===== src/rtl/fetch_queue16_if.sv =====
// Fetch-stage buses: program-memory read port and the bundle handshake toward decode.
// master = fetch queue side, slave = memory/decode environment side.
interface fetch_queue16_if #(
    parameter int WORD_WIDTH = 16
);
    logic                      imem_req;
    logic [WORD_WIDTH-1:0]     imem_addr;
    logic [4*WORD_WIDTH-1:0]   imem_rdata;
    logic                      instr_valid;
    logic                      instr_ready;
    logic [4*WORD_WIDTH-1:0]   instr_data;
    logic [WORD_WIDTH-1:0]     instr_pc;

    modport master (
        output imem_req, imem_addr,
        input  imem_rdata,
        output instr_valid, instr_data, instr_pc,
        input  instr_ready
    );

    modport slave (
        input  imem_req, imem_addr,
        output imem_rdata,
        input  instr_valid, instr_data, instr_pc,
        output instr_ready
    );
endinterface


===== src/rtl/fetch_queue16.sv =====
// Fetch/prefetch queue: issues PC-stepped reads, buffers {dest,arg2,arg1,opcode} bundles; req->valid 2 cycles.
// Backpressure: issue stops while buffered+in-flight reaches DEPTH; head held while instr_ready is low.
module fetch_queue16 #(
    parameter int                    WORD_WIDTH = 16,
    parameter int                    DEPTH      = 4,
    parameter int                    PC_STEP    = 4,
    parameter logic [WORD_WIDTH-1:0] RESET_PC   = '0
) (
    input  logic                          clk,
    input  logic                          rst,
    fetch_queue16_if.master               bus,
    input  logic                          redirect_en,
    input  logic [WORD_WIDTH-1:0]         redirect_pc,
    input  logic                          halt,
    output logic                          halted,
    output logic [$clog2(DEPTH+1)-1:0]    count
);
    localparam int PTR_W = $clog2(DEPTH);
    localparam int CNT_W = $clog2(DEPTH+1);

    localparam logic [0:0] ST_RUN    = 1'b0;
    localparam logic [0:0] ST_HALTED = 1'b1;

    localparam logic [CNT_W:0]        DEPTH_L = DEPTH[CNT_W:0];
    localparam logic [WORD_WIDTH-1:0] STEP_L  = PC_STEP[WORD_WIDTH-1:0];
    localparam logic [PTR_W-1:0]      PTR_ONE = {{(PTR_W-1){1'b0}}, 1'b1};
    localparam logic [CNT_W-1:0]      CNT_ONE = {{(CNT_W-1){1'b0}}, 1'b1};

    typedef struct packed {
        logic [WORD_WIDTH-1:0] dest;
        logic [WORD_WIDTH-1:0] arg2;
        logic [WORD_WIDTH-1:0] arg1;
        logic [WORD_WIDTH-1:0] opcode;
    } bundle_t;

    logic [0:0]            state_q, state_d;
    logic [WORD_WIDTH-1:0] fetch_pc_q, fetch_pc_d;
    logic                  inflight_q, inflight_d;
    logic [WORD_WIDTH-1:0] inflight_pc_q, inflight_pc_d;
    logic [CNT_W-1:0]      count_q, count_d;
    logic [PTR_W-1:0]      wr_ptr_q, wr_ptr_d;
    logic [PTR_W-1:0]      rd_ptr_q, rd_ptr_d;
    bundle_t               data_q [DEPTH];
    bundle_t               data_d [DEPTH];
    logic [WORD_WIDTH-1:0] pc_q   [DEPTH];
    logic [WORD_WIDTH-1:0] pc_d   [DEPTH];

    logic           running;
    logic           do_redirect;
    logic           do_issue;
    logic           do_enq;
    logic           do_deq;
    logic           head_vld;
    logic [CNT_W:0] occupancy;

    always_comb begin
        running     = (state_q == ST_RUN);
        do_redirect = running & redirect_en;
        head_vld    = (count_q != '0);
        // Credits cover both stored and in-flight bundles, so a capture can never overflow.
        occupancy   = {1'b0, count_q} + {{CNT_W{1'b0}}, inflight_q};
        do_issue    = ~rst & running & ~halt & ~redirect_en & (occupancy < DEPTH_L);
        do_enq      = inflight_q & ~do_redirect;
        do_deq      = head_vld & bus.instr_ready;
    end

    always_comb begin
        state_d       = state_q;
        fetch_pc_d    = fetch_pc_q;
        inflight_d    = do_issue;
        inflight_pc_d = inflight_pc_q;
        count_d       = count_q;
        wr_ptr_d      = wr_ptr_q;
        rd_ptr_d      = rd_ptr_q;
        data_d        = data_q;
        pc_d          = pc_q;

        if (running && halt && !redirect_en) begin
            state_d = ST_HALTED;
        end

        if (do_issue) begin
            fetch_pc_d    = fetch_pc_q + STEP_L;
            inflight_pc_d = fetch_pc_q;
        end

        if (do_enq) begin
            data_d[wr_ptr_q] = bundle_t'(bus.imem_rdata);
            pc_d[wr_ptr_q]   = inflight_pc_q;
            wr_ptr_d         = wr_ptr_q + PTR_ONE;
        end
        if (do_deq) begin
            rd_ptr_d = rd_ptr_q + PTR_ONE;
        end
        case ({do_enq, do_deq})
            2'b10:   count_d = count_q + CNT_ONE;
            2'b01:   count_d = count_q - CNT_ONE;
            default: count_d = count_q;
        endcase

        // A same-cycle dequeue still completes; everything else, including the in-flight read, is dropped.
        if (do_redirect) begin
            fetch_pc_d = redirect_pc;
            inflight_d = 1'b0;
            count_d    = '0;
            wr_ptr_d   = '0;
            rd_ptr_d   = '0;
        end
    end

    always_ff @(posedge clk) begin
        if (rst) begin
            state_q       <= ST_RUN;
            fetch_pc_q    <= RESET_PC;
            inflight_q    <= 1'b0;
            inflight_pc_q <= '0;
            count_q       <= '0;
            wr_ptr_q      <= '0;
            rd_ptr_q      <= '0;
            for (int i = 0; i < DEPTH; i++) begin
                data_q[i] <= '0;
                pc_q[i]   <= '0;
            end
        end else begin
            state_q       <= state_d;
            fetch_pc_q    <= fetch_pc_d;
            inflight_q    <= inflight_d;
            inflight_pc_q <= inflight_pc_d;
            count_q       <= count_d;
            wr_ptr_q      <= wr_ptr_d;
            rd_ptr_q      <= rd_ptr_d;
            data_q        <= data_d;
            pc_q          <= pc_d;
        end
    end

    assign bus.imem_req    = do_issue;
    assign bus.imem_addr   = fetch_pc_q;
    assign bus.instr_valid = head_vld;
    assign bus.instr_data  = head_vld ? data_q[rd_ptr_q] : '0;
    assign bus.instr_pc    = head_vld ? pc_q[rd_ptr_q] : '0;
    assign halted          = (state_q == ST_HALTED);
    assign count           = count_q;
endmodule


===== src/flat_wrapper.sv =====
// flat-port wrapper written by rule: the top's interface ports become plain ports
module fetch_queue16_flat 
#(
    parameter int                    WORD_WIDTH = 16,
    parameter int                    DEPTH      = 4,
    parameter int                    PC_STEP    = 4,
    parameter logic [WORD_WIDTH-1:0] RESET_PC   = '0
)
  (clk, rst, redirect_en, redirect_pc, halt, halted, count, bus_imem_req, bus_imem_addr, bus_imem_rdata, bus_instr_valid, bus_instr_data, bus_instr_pc, bus_instr_ready);
  fetch_queue16_if #(.WORD_WIDTH(WORD_WIDTH)) bus_i ();
  input  logic clk;
  input  logic rst;
  input  logic redirect_en;
  input  logic [WORD_WIDTH-1:0] redirect_pc;
  input  logic halt;
  output logic halted;
  output logic [$clog2(DEPTH+1)-1:0] count;
  output wire logic [$bits(bus_i.imem_req)-1:0] bus_imem_req;
  output wire logic [$bits(bus_i.imem_addr)-1:0] bus_imem_addr;
  input wire logic [$bits(bus_i.imem_rdata)-1:0] bus_imem_rdata;
  output wire logic [$bits(bus_i.instr_valid)-1:0] bus_instr_valid;
  output wire logic [$bits(bus_i.instr_data)-1:0] bus_instr_data;
  output wire logic [$bits(bus_i.instr_pc)-1:0] bus_instr_pc;
  input wire logic [$bits(bus_i.instr_ready)-1:0] bus_instr_ready;
  assign bus_imem_req = bus_i.imem_req;
  assign bus_imem_addr = bus_i.imem_addr;
  assign bus_i.imem_rdata = bus_imem_rdata;
  assign bus_instr_valid = bus_i.instr_valid;
  assign bus_instr_data = bus_i.instr_data;
  assign bus_instr_pc = bus_i.instr_pc;
  assign bus_i.instr_ready = bus_instr_ready;
  fetch_queue16 #(.WORD_WIDTH(WORD_WIDTH), .DEPTH(DEPTH), .PC_STEP(PC_STEP), .RESET_PC(RESET_PC)) u_core (.clk(clk), .rst(rst), .bus(bus_i), .redirect_en(redirect_en), .redirect_pc(redirect_pc), .halt(halt), .halted(halted), .count(count));
endmodule

===== config.mk =====
export PLATFORM = sky130hd
export DESIGN_NAME = fetch_queue16_flat
export DESIGN_NICKNAME = d
export VERILOG_FILES = /design/src/rtl/fetch_queue16_if.sv /design/src/rtl/fetch_queue16.sv /design/src/flat_wrapper.sv
export SDC_FILE = /design/constraint.sdc
export NUM_CORES = 1
export LEC_CHECK = 0
export BUFFER_PORTS_ARGS = -buffer_cell sky130_fd_sc_hd__buf_4
export CORE_MARGIN = 3
export CORE_UTILIZATION = 50
export DETAILED_ROUTE_END_ITERATION = 10
export HOLD_SLACK_MARGIN = 0.15
export PLACE_DENSITY = 0.72
export RECOVER_POWER = 50
export SETUP_SLACK_MARGIN = 0.15
export SLEW_MARGIN = 40
export SYNTH_ARGS = -nofsm -noshare
export SYNTH_HDL_FRONTEND = slang
export SYNTH_SLANG_ARGS = --single-unit

===== constraint.sdc =====
create_clock -name clk -period 2.8 [get_ports clk]
set_clock_uncertainty 0.05 [all_clocks]
set_input_delay 0 -clock clk [delete_from_list [all_inputs] [get_ports clk]]
set_output_delay 0 -clock clk [all_outputs]
set_load 0.03 [all_outputs]

==> results of run 1 <==
## cells by family (layout without fill, tap and decap cells)
| kind of cell | after synthesis | count (layout) | synth area share |
|---|---|---|---|
| compound gates | 382 | 382 | 0.1317 |
| mux | 81 | 81 | 0.1197 |
| buf+inv | 153 | 379 | 0.03958 |
| flops | 361 | 361 | 0.4773 |
| xor+xnor | 5 | 5 | 0.002893 |
| fa+ha+maj | 7 | 7 | 0.006280 |
| simple gates | 815 | 815 | 0.2225 |
## synth_stat cells (all sizes together), types with 2 or more instances
master  count  share of area
nand3      12         0.0043
mux4       80           0.12
clkbuf    129          0.032
a31oi       5         0.0021
nor2       10         0.0025
o211ai      2        0.00099
buf        16         0.0056
inv         8         0.0020
and2       82          0.034
nand2b      2        0.00083
o21bai      3         0.0015
and4        2         0.0012
ha          6         0.0050
or4         4         0.0020
a21oi     348           0.12
a311oi      5         0.0029
a211oi      4         0.0020
nand2     688           0.17
and3        7         0.0029
o311ai      4         0.0023
o31a        3         0.0017
or3         3         0.0012
xor2        3         0.0017
xnor2       2         0.0012
dfxtp     361           0.48
o21ai       5         0.0017
## metrics by stage
stage                     setup WS [ns]  utilization
after floorplan                  0.3509            -
after global placement           0.3670       0.5675
after detailed placement         0.3242       0.5675
after CTS                        0.2467       0.6378
after global routing             0.1797       0.6349
final                            0.3789       0.6349
## layer usage
metal	wire (um)	GRT usage	part of all wire	up-vias
li1	-	-	-	6433
met1	17840	0.3380	0.42	6508
met2	20660	0.4343	0.49	452
met3	2672	0.03189	0.064	64
met4	893	0.07154	0.021	0
met5	0	0	0	-
## path summary, 6_finish.rpt
| check | start | end | slack (ns) | cells past startpoint |
|---|---|---|---|---|
| worst max-delay path | u_core.halted | u_core.data_q[64] | 0.38 | 6 |
| worst min register to register | u_core.data_q[24] | u_core.data_q[24] | 0.40 | 2 |
| worst min-delay path | redirect_en | u_core.bus.imem_addr[11] | 0.19 | 4 |
| worst max register to register | u_core.halted | u_core.data_q[64] | 0.38 | 6 |
## final cells by class
cell class                      instances  area (um^2)  area share
Inverter                                8        33.78    0.001791
Multi-Input combinational cell       1290         7373      0.3908
Clock buffer                           62         1165     0.06174
Sequential cell                       361         7236      0.3835
Timing Repair Buffer                  301         2492      0.1321
Clock inverter                          8        78.83    0.004178
Tap cell                              390        488.0     0.02586
## flip-flops by register name, summed over array words and instances (netlist names)
register,cells
u_core.data_q,256
u_core.pc_q,64
u_core.bus.imem_addr,16
u_core.inflight_pc_q,16
u_core.count,3
u_core.rd_ptr_q,2
u_core.wr_ptr_q,2
u_core.halted,1
u_core.inflight_q,1
## timing repair
action	CTS	global route
gates resized for setup	1	2
hold buffers	84	0
endpoints found under the hold margin	315	0
endpoints found under the setup margin	1	1
## critical path, cell delays in order, from the launching register on
cell      delay (ns)
dfxtp_1         0.41
nand2b_2        0.34
clkbuf_1        0.21
and3_2          0.22
clkbuf_2        0.76
nand2_1         0.13
a21oi_1         0.17
## power groups by stage
| stage | logic [mW] | clock network (mW) | registers (mW) |
|---|---|---|---|
| finish | 0.628 | 4.98 | 5.24 |
| CTS | 0.636 | 5.05 | 5.24 |
| detailed placement | 0.537 | 0 | 5.35 |
| global placement | 0.531 | 0 | 5.35 |
| global route | 0.682 | 5.26 | 5.25 |
| floorplan | 0.260 | 0 | 5.37 |
==> impl_metrics.py, run 1 <==
metrics = {
    "synthesis": {
        "synth.distinct_cells": 39,
        "ys_ff_latch": 361,
        "async_flop_share": 0,
        "ys.flop_type": "dfxtp_1",
        "synth_nets": 1896,
        "yosysSeqAreaShare": 0.4773,
        "avgSynthCellArea_um2": 8.393,
        "synth_edf_count": 0,
        "synth_area_um2": 15140,
        "ys_warn_count": 0,
        "synthCells": 1804,
    },
    "clock_network": {
        "post_cts_buffers": 0,
        "cts_tree": "yes",
        "cts_inserted_buffers": 40,
        "clkSlewWorstSetupHoldPaths_ns": 0.06,
        "htreeDepth": 2,
        "clk_latency_ns": 0.51,
        "clock-sinks": 361,
        "ctsLongestPathBuffers": 3,
        "cts-root-buf": "clkbuf_16",
    },
    "global_route": {
        "grt_overflow": 0,
        "antenna_found_initial": 0,
        "grt_pass1_vias": 13420,
        "grt_max_degree": 209,
        "grt_pass1_wl_um": 68410,
        "track_usage": 0.2526,
    },
    "timing": {
        "slew_violations": 75,
        "fmax_mhz": 413.0,
        "rsz0062_at_grt": "false",
        "tightest_slew_ns": 1.509,
        "fin_setup_tns_ns": 0,
        "hold_viol": 0,
        "max-slew-margin-rel": -0.006267,
        "setup_viol": 0,
        "min_period_ns": 2.421,
        "fin_hold_ws_ns": 0.1931,
        "post-route-period-util": 0.8647,
    },
    "routing": {
        "drtIter0Drc": 1185,
        "drt-total-wl_um": 42060,
        "first_pass_iters": 5,
        "via_count": 13460,
        "ant_nets": 0,
        "via_per_inst": 5.561,
        "wl_per_cell_um": 17.38,
        "drc": 0,
    },
    "critical_path": {
        "arrival_ns": 2.78,
        "crit_required_ns": 3.16,
        "worstPathMaxFanout": 36,
        "critPathKind": "register to register",
        "cp-start-kind": "register",
        "cp-end-kind": "register",
    },
    "floorplanning": {
        "core_um2": 29720,
        "dieWidth_um": 180.0,
        "initial_core_util": 0.5095,
        "num_io_pins": 187,
        "dieArea_um2": 32410,
        "rows": 63,
        "die_y_um": 180.0,
    },
    "placement": {
        "dp.cells": 2265,
        "gp_congestion": 0.7811,
        "dp_hpwl_um": 23840,
        "port_buffers": 186,
        "place_area_um2": 16860,
    },
    "finish": {
        "final_common_cell": "nand2_1",
        "n_antenna_cell": 0,
        "fillers": 2470,
        "fin_cells": 2420,
        "layout_common_cells": "nand2_1 (688), dfxtp_1 (358), a21oi_1 (348)",
        "drive_gt1_frac": 0.1700,
        "finalNetCount": 2094,
        "synthToLayoutAreaGrowth_pct": 24.61,
        "postLayoutCellArea_um2": 18870,
    },
    "pwr": {
        "leakage_nw": 6.491,
        "p_comb_frac": 0.058,
        "power.total_mw": 10.85,
        "p_int_mw": 8.410,
        "ir_drop_v": 0.0004773,
        "clockPowerShare": 0.459,
        "switching_power_mw": 2.441,
        "swShare": 0.2249,
        "p_per_area_nw_per_um2": 575.1,
        "p_seq_frac": 0.483,
    },
    "worst_hold_path": {
        "hp-class": "primary input to register",
    },
    "run_status": {
        "status": "complete, but fails checks",
        "violations": "capacitance limit, slew limit",
    },
    "flow_run": {
        "max_cap_viol_count": 1,
    },
}
No activity file was read; power rests on OpenSTA's default activity.
==> run 2: changes to the inputs <==
--- a/config.mk
+++ b/config.mk
@@ -6,14 +6,16 @@
 export NUM_CORES = 1
 export LEC_CHECK = 0
 export BUFFER_PORTS_ARGS = -buffer_cell sky130_fd_sc_hd__buf_4
+export CELL_PAD_IN_SITES_DETAIL_PLACEMENT = 1
+export CELL_PAD_IN_SITES_GLOBAL_PLACEMENT = 2
 export CORE_MARGIN = 3
-export CORE_UTILIZATION = 50
+export CORE_UTILIZATION = 35
 export DETAILED_ROUTE_END_ITERATION = 10
 export HOLD_SLACK_MARGIN = 0.15
-export PLACE_DENSITY = 0.72
+export PLACE_DENSITY = 0.82
 export RECOVER_POWER = 50
 export SETUP_SLACK_MARGIN = 0.15
-export SLEW_MARGIN = 40
+export SLEW_MARGIN = 20
 export SYNTH_ARGS = -nofsm -noshare
 export SYNTH_HDL_FRONTEND = slang
 export SYNTH_SLANG_ARGS = --single-unit
==> run 2 against run 1 <==
  * The flow now finishes without violations
  * Final cell count grew 8.6%
  * Via count grew 1.1%
  * Critical endpoint is now u_core.bus.imem_addr[14]
  * Critical path type unchanged
  * Die area grew 41%
  * Routed wire length increased by 19%
  * Sequential cell count unchanged
  * Sequential power about the same
  * Final area increased by 3.3%
  * Maximum frequency shrank 4.7%
  * Power increased by 5.3%
  * Worst setup slack worse by 0.12 ns
  * Utilization fell by 17 points
==> impl_metrics.py, run 2 (synthesis gave the netlist of run 1 again) <==
metrics = {
    "run_status": {
        "status": "completed",
    },
    "clock_network": {
        "ctsLongestPathBuffers": 3,
        "clkSlewWorstSetupHoldPaths_ns": 0.06,
        "cts-root-buf": "clkbuf_16",
        "clk_latency_ns": 0.55,
        "cts_tree": "yes",
        "cts_inserted_buffers": 42,
        "clock-sinks": 361,
        "post_cts_buffers": 0,
        "htreeDepth": 2,
    },
    "critical_path": {
        "endpoint": "u_core.bus.imem_addr[14]",
        "critPathKind": "register to register",
        "critical_path_buf_inv_count": 1,
        "timing.rr.start": "u_core.bus.imem_addr[2]",
        "worstPathMaxFanout": 8,
        "startpoint": "u_core.bus.imem_addr[2]",
        "worst_r2r_path_depth": 6,
        "crit_cells": 6,
        "cp_slowest_cell": "dlygate4sd3_1",
        "cp-end-kind": "register",
        "cp-start-kind": "register",
        "arrival_ns": 2.99,
        "cp_top_family": "simple AND/OR/NAND/NOR gates",
        "max_stage_delay_ns": 0.57,
        "path_cells": "ha_1 > and3_1 > nand3_2 > or4_1 > a31oi_1 > dlygate4sd3_1",
        "timing.rr.end": "u_core.bus.imem_addr[14]",
        "r2r_slack_ns": 0.26,
        "crit_required_ns": 3.25,
    },
    "routing": {
        "drc": 0,
        "via_count": 13610,
        "first_pass_iters": 4,
        "drtIter0Drc": 665,
        "ant_nets": 0,
        "wl_per_cell_um": 19.07,
        "via_per_inst": 5.177,
        "drt-total-wl_um": 50120,
    },
    "timing": {
        "fin_setup_tns_ns": 0,
        "post-route-period-util": 0.9069,
        "max-slew-margin-rel": 0.1658,
        "hold_viol": 0,
        "tightest_slew_ns": 1.251,
        "setup_viol": 0,
        "min_period_ns": 2.539,
        "slew_violations": 0,
        "fin_hold_ws_ns": 0.2240,
        "fmax_mhz": 393.8,
        "rsz0062_at_grt": "false",
    },
    "global_route": {
        "grt_pass1_vias": 14670,
        "antenna_found_initial": 0,
        "grt_overflow": 0,
        "grt_max_degree": 179,
        "grt_pass1_wl_um": 80670,
        "track_usage": 0.2149,
    },
    "finish": {
        "synthToLayoutAreaGrowth_pct": 28.67,
        "largest_reg_flops": 256,
        "drive_gt1_frac": 0.1721,
        "final_common_cell": "nand2_1",
        "n_antenna_cell": 0,
        "finalNetCount": 2114,
        "regMostFlops": "u_core.data_q",
        "fillers": 4896,
        "reg_top3": "u_core.data_q x256, u_core.pc_q x64",
        "layout_common_cells": "nand2_1 (688), dfxtp_1 (357), a21oi_1 (348)",
    },
    "placement": {
        "dp_hpwl_um": 28740,
        "gp_congestion": 0.7059,
        "port_buffers": 186,
    },
    "pwr": {
        "p_comb_frac": 0.059,
        "p_per_area_nw_per_um2": 586.6,
        "p_int_mw": 8.790,
        "swShare": 0.2309,
        "switching_power_mw": 2.638,
        "p_seq_frac": 0.459,
        "clockPowerShare": 0.482,
        "ir_drop_v": 0.0003533,
        "leakage_nw": 6.703,
    },
    "floorplanning": {
        "rows": 75,
        "dieArea_um2": 45790,
        "num_io_pins": 187,
        "core_um2": 42320,
        "die_y_um": 214.0,
        "dieWidth_um": 214.0,
        "initial_core_util": 0.3578,
    },
    "worst_hold_path": {
        "worstHoldStart": "bus_imem_rdata[55]",
        "hp-class": "primary input to register",
    },
    "flow_run": {
        "max_cap_viol_count": 0,
    },
}
## run 2: worst register-to-register path, delay by kind of cell, from the launching register on
| family | cells | cell delay [ns] |
|---|---|---|
| AO/OA/AOI/OAI | 1 | 0.18 |
| adder cells (fa/ha/maj) | 1 | 0.25 |
| buffers and inverters | 1 | 0.57 |
| flip-flops | 1 | 0.50 |
| AND/OR/NAND/NOR | 3 | 0.93 |
## run 2: worst min path at each step
stage                                    to  slack, ns  depth (start not counted)
floorplan                     u_core.halted       0.08                          2
global placement    u_core.bus.imem_addr[7]       0.21                          3
detailed placement  u_core.bus.imem_addr[1]       0.22                          3
CTS                      u_core.data_q[242]       0.19                          4
global route             u_core.data_q[220]       0.22                          4
finish                    u_core.data_q[55]       0.22                          4
## run 2: layout make-up
| type | count | area, um^2 | area share |
|---|---|---|---|
| Clock buffer | 64 | 1277 | 0.06558 |
| Clock inverter | 9 | 95.09 | 0.004881 |
| Inverter | 8 | 30.03 | 0.001541 |
| Multi-Input combinational cell | 1290 | 7365 | 0.3780 |
| Sequential cell | 361 | 7237 | 0.3715 |
| Tap cell | 577 | 721.9 | 0.03706 |
| Timing Repair Buffer | 319 | 2755 | 0.1414 |
## run 2: timing repair
item                                    CTS  global route
endpoints found under the setup margin    0             8
hold buffers                            105             0
endpoints found under the hold margin   283             0
resized for setup                         0             7
## run 2: power groups by stage
stage	Sequential (mW)	Combinational, mW	Clock, mW
after floorplan	5.37	0.260	0
after global placement	5.36	0.557	0
after detailed placement	5.36	0.566	0
after CTS	5.25	0.687	5.66
after global routing	5.26	0.731	5.86
final	5.25	0.672	5.51
## run 2: routing by layer
metal  vias up  wire length [um]  track usage  part of all wire
li1       6478                 -            -                 -
met2       237             24360       0.3689              0.49
met4         0               987      0.05939             0.020
met5         -                 0            0                 0
met3        73              1829      0.03177             0.036
met1      6817             22950       0.2834              0.46
## run 2: metrics by stage
| step | instance area (um^2) | utilization | power (mW) | std cells | setup WS, ns |
|---|---|---|---|---|---|
| 6_report | 19480 | 0.4603 | 11.43 | 2628 | 0.2607 |
| 5_1_grt | 19480 | 0.4603 | 11.85 | 2628 | 0.1239 |
| 4_1_cts | 19580 | 0.4627 | 11.59 | 2628 | 0.1874 |
| 3_5_place_dp | 17160 | 0.4054 | 5.928 | 2450 | 0.5785 |
| 3_3_place_gp | 17160 | 0.4054 | 5.918 | 2450 | 0.6069 |
| 2_1_floorplan | 15140 | - | 5.631 | 1804 | 0.3509 |
